**src/rtl/gr_file_sb.sv**
```systemverilog
// General-register file with byte-lane writeback, combinational bypassed reads
// and a per-register outstanding-write scoreboard for RAW hazard detection.
module gr_file_sb #(
  parameter int WIDTH   = 16,
  parameter int NREG    = 8,
  parameter int AW      = 3,
  parameter int PEND_W  = 2,
  parameter int ZERO_R0 = 0
) (
  input  logic               clock,
  input  logic               reset,
  input  logic               enable,
  input  logic [AW-1:0]      ra_addr,
  input  logic [AW-1:0]      rb_addr,
  output logic [WIDTH-1:0]   ra_data,
  output logic [WIDTH-1:0]   rb_data,
  output logic               ra_busy,
  output logic               rb_busy,
  input  logic               iss_en,
  input  logic [AW-1:0]      iss_addr,
  output logic               iss_full,
  input  logic               wr_en,
  input  logic [AW-1:0]      wr_addr,
  input  logic [WIDTH/8-1:0] wr_be,
  input  logic [WIDTH-1:0]   wr_data,
  input  logic               wr_retire,
  output logic               sb_err,
  input  logic [AW-1:0]      dbg_addr,
  output logic [WIDTH-1:0]   dbg_data
);

  localparam int NB = WIDTH / 8;
  localparam logic [PEND_W-1:0] CNT_MAX = '1;

  logic [WIDTH-1:0]  regs_q [NREG];
  logic [WIDTH-1:0]  regs_d [NREG];
  logic [PEND_W-1:0] cnt_q  [NREG];
  logic [PEND_W-1:0] cnt_d  [NREG];
  logic              sb_err_q, sb_err_d;

  logic wr_act, ret_act, ra_hit, rb_hit;

  function automatic logic is_r0(input logic [AW-1:0] addr);
    return (ZERO_R0 != 0) && (addr == '0);
  endfunction

  function automatic logic [WIDTH-1:0] lane_merge(input logic [WIDTH-1:0] old_v,
                                                  input logic [WIDTH-1:0] new_v,
                                                  input logic [NB-1:0]    be);
    logic [WIDTH-1:0] res;
    for (int i = 0; i < NB; i++)
      res[8*i +: 8] = be[i] ? new_v[8*i +: 8] : old_v[8*i +: 8];
    return res;
  endfunction

  // A count of one that retires this cycle no longer blocks the reader.
  function automatic logic busy_of(input logic [PEND_W-1:0] cnt,
                                   input logic              retiring,
                                   input logic              zero_reg);
    return !zero_reg && (cnt != '0) && !(retiring && (cnt == PEND_W'(1)));
  endfunction

  assign wr_act  = enable && wr_en && !is_r0(wr_addr);
  assign ret_act = enable && wr_en && wr_retire && !is_r0(wr_addr);
  assign ra_hit  = wr_act && (wr_addr == ra_addr);
  assign rb_hit  = wr_act && (wr_addr == rb_addr);

  assign ra_data = is_r0(ra_addr) ? '0 :
                   ra_hit ? lane_merge(regs_q[ra_addr], wr_data, wr_be) : regs_q[ra_addr];
  assign rb_data = is_r0(rb_addr) ? '0 :
                   rb_hit ? lane_merge(regs_q[rb_addr], wr_data, wr_be) : regs_q[rb_addr];

  assign ra_busy  = busy_of(cnt_q[ra_addr], ret_act && (wr_addr == ra_addr), is_r0(ra_addr));
  assign rb_busy  = busy_of(cnt_q[rb_addr], ret_act && (wr_addr == rb_addr), is_r0(rb_addr));
  assign iss_full = !is_r0(iss_addr) && (cnt_q[iss_addr] == CNT_MAX);
  assign sb_err   = sb_err_q;
  assign dbg_data = regs_q[dbg_addr];

  always_comb begin
    sb_err_d = sb_err_q;
    for (int r = 0; r < NREG; r++) begin
      regs_d[r] = regs_q[r];
      cnt_d[r]  = cnt_q[r];
    end
    if (wr_act)
      regs_d[wr_addr] = lane_merge(regs_q[wr_addr], wr_data, wr_be);
    if (ret_act && (cnt_q[wr_addr] == '0))
      sb_err_d = 1'b1;
    for (int r = 0; r < NREG; r++) begin
      logic inc, dec;
      inc = enable && iss_en && (iss_addr == AW'(r)) && !iss_full && !is_r0(AW'(r));
      dec = ret_act && (wr_addr == AW'(r)) && (cnt_q[r] != '0);
      if (inc && !dec)
        cnt_d[r] = cnt_q[r] + PEND_W'(1);
      else if (dec && !inc)
        cnt_d[r] = cnt_q[r] - PEND_W'(1);
    end
  end

  always_ff @(posedge clock) begin
    if (reset) begin
      sb_err_q <= 1'b0;
      for (int r = 0; r < NREG; r++) begin
        regs_q[r] <= '0;
        cnt_q[r]  <= '0;
      end
    end else if (enable) begin
      sb_err_q <= sb_err_d;
      for (int r = 0; r < NREG; r++) begin
        regs_q[r] <= regs_d[r];
        cnt_q[r]  <= cnt_d[r];
      end
    end
  end

endmodule

```
**config.mk**
```make
export PLATFORM = sky130hd
export DESIGN_NAME = gr_file_sb
export DESIGN_NICKNAME = d
export VERILOG_FILES = /design/src/rtl/gr_file_sb.sv
export SDC_FILE = /design/constraint.sdc
export NUM_CORES = 1
export LEC_CHECK = 0
export CAP_MARGIN = 15
export CORE_MARGIN = 1.5
export CORE_UTILIZATION = 61
export DETAILED_ROUTE_END_ITERATION = 12
export PLACE_DENSITY = 0.84
export SLEW_MARGIN = 15
export SYNTH_ARGS = -nofsm -noshare
export SYNTH_HDL_FRONTEND = slang
export SYNTH_SLANG_ARGS = --single-unit
```
**constraint.sdc**
```tcl
create_clock -name clock -period 4.4 [get_ports clock]
set_input_delay 0.88 -clock clock [delete_from_list [all_inputs] [get_ports clock]]
set_output_delay 0.88 -clock clock [all_outputs]
set_load 0.1 [all_outputs]
```
==> impl_metrics.ini <==
[run_status]
status = finished clean

[clocking]
cts_buffers = 17
clk_pin_slew_worst_paths_ns = 0.06
cts_setup_buffers = 0
root_buffer = clkbuf_16
post_cts_resized = 0
htreeDepth = 4
clk-insertion-delay-late_ns = 0.44
clockBufferDepth = 2
cts_tree = done
ctsHoldBuffers = 0
cts_sinks = 145

[detailed_routing]
drt_iter0_drc = 1693
routed_via_density = 7.92
routedWlPerCell_um = 28.1
drc = 0
via_count = 10800
firstDrtPassIters = 9
wl_mm = 38.4
ant_nets = 0

[synthesis]
ys_top_cells_by_area = edfxtp_1, mux4_1, mux4_2, mux2_2, o21ai_0
synth_compound_area_share_pct = 15.4
synth_cell_types = 68
ys.warnings.count = 0
synthXorXnorAreaFrac_pct = 1.57
netlist_top_cells_count = edfxtp_1, o21ai_0, a21oi_1
yosys.area.top_type = edfxtp_1
yosysMostFrequentCell = edfxtp_1
async_flop_share_pct = 0
synth-seq-cells = 145
synth_top_family_by_area = multiplexers
synthSimpleGateAreaFrac_pct = 9.29
synth.area.mux_share_pct = 32.7
synth-seq-area-share_pct = 35.4
synth_edf_count = 144
avgSynthCellArea_um2 = 11.8
syn_area_um2 = 12300
syn_nets = 1084
yosysTopAreaCellShare_pct = 35.2
synth_fa_ha_area_share_pct = 0.611
syn_inst = 1039
synth_ff_type = edfxtp_1

[floorplan]
die_x_um = 145
core_area_um2 = 19600
die_area_um2 = 21000
die_h_um = 145
initial_core_util_pct = 62.7
design.portCount = 91
rows = 51

[placed_design]
io_buffer_count = 90
globalplace.congestion = 0.901
dp_cells = 1333
dp_slack_ns = 0.435
dp_hpwl_mm = 24.3

[setup_path]
crit_type = in2out
arrival_ns = 3.14
cp_num_buf_inv = 2
critPathSlowestCell = clkdlybuf4s50_1
cp_cell_sequence = clkdlybuf4s50_1 > nand2_1 > nor4_4 > nand2_2 > mux2_1 > buf_12
critical_path.startpoint_type = input port
path_delay_family = simple AND/OR/NAND/NOR gates
required_ns = 3.52
end_kind = output pin
path_max_fanout = 8
slowest_delay_ns = 0.50

[timing]
setup-violations-final = 0
min_period_over_period_pct = 91.3
drv_slew = 0
whs_ns = 0.539
fin_setup_tns_ns = 0
rsz0062_at_grt = no
fin_ws_ns = 0.384
skew_ns = 0.00840
finalHoldViolCount = 0
tightest_slew_ns = 0.964
fmax_ghz = 0.249
relSlewSlack_pct = 35.5
period_minus_slack_ns = 4.02

[final_layout]
layout-drive-gt1-share_pct = 26.4
final_core_util_pct = 73.7
antennaDiodeCount = 0
final_cells = 1365
nets = 1132
fillers = 1225
area_delta_synth_final_pct = 17.5

[global_route]
grt_overflow = 0
grt_usage_pct = 37.7
antenna_found_initial = 0
grt_pass1_wl_mm = 58.7
grt_start_max_net_pins = 49
grt_pass1_vias = 10300

[min_path]
hold_class = reg2reg

[power_and_ir_drop]
p_leak_uw = 0.00531
peakVddDrop_mv = 0.346
power.density_nw_per_um2 = 353

[job]
max_cap_violations = 0
-- layout by cell type (no fill, tap or decap), drive strengths merged, types with 10 or more instances in the layout --
cell type,instances
a21oi,87
a22oi,16
a32o,12
buf,106
clkbuf,18
clkdlybuf4s50,32
edfxtp,144
inv,10
mux2,87
mux2i,38
mux4,108
nand2,49
nand2b,10
nand3,33
nand3b,18
nor2,45
nor3,21
o21ai,100
o41ai,19
xnor2,13
-- through the flow --
| stage | area [µm²] | total power, µW |
|---|---|---|
| finish | 14400 | 5090 |
| global route | 14400 | 5200 |
| CTS | 14400 | 5050 |
| detailed placement | 13800 | 3540 |
| global placement | 13800 | 3500 |
| floorplan | 12300 | 2960 |
-- final timing paths --
| kind | from | endpoint | slack [ns] | cells after the start |
|---|---|---|---|---|
| min reg2reg | sb_err | sb_err | 0.54 | 1 |
| max reg2reg | cnt_q[1][0] | cnt_q[0][1] | 2.25 | 8 |
| min | sb_err | sb_err | 0.54 | 1 |
| max | wr_en | rb_data[1] | 0.38 | 6 |
-- state kept, by name, indices dropped and copies added (netlist names) --
signal / flops
cnt_q: 16
regs_q: 128
sb_err: 1
-- layout make-up --
type                    count  area (µm²)  area share (%)
multi-input cells         778        7350            50.9
flip-flops and latches    145        4340            30.1
repair buffers            138        1780            12.3
clock buffers              18         429            2.97
well taps                 265         332            2.30
clock inverters            14         180            1.25
inverters                   7        26.3           0.182
-- routing by layer --
| metal | part of all wire [%] | global-route usage, % | wire [µm] |
|---|---|---|---|
| met5 | 0 | 0 | 0 |
| met3 | 14 | 10.8 | 5280 |
| met4 | 5.6 | 20.2 | 2150 |
| met1 | 34 | 48.4 | 13200 |
| met2 | 46 | 58.2 | 17800 |
-- kinds of logic after synthesis --
group / after synthesis
simple gates: 214
fa+ha+maj: 6
buf+inv: 116
flops: 145
mux: 233
xor+xnor: 22
compound gates: 303
-- power by group --
group	total, µW	internal, µW	switching (µW)
registers	1800	1650	145
logic	1760	704	1060
clock network	1530	900	633
(Power assumes the default switching activity.)
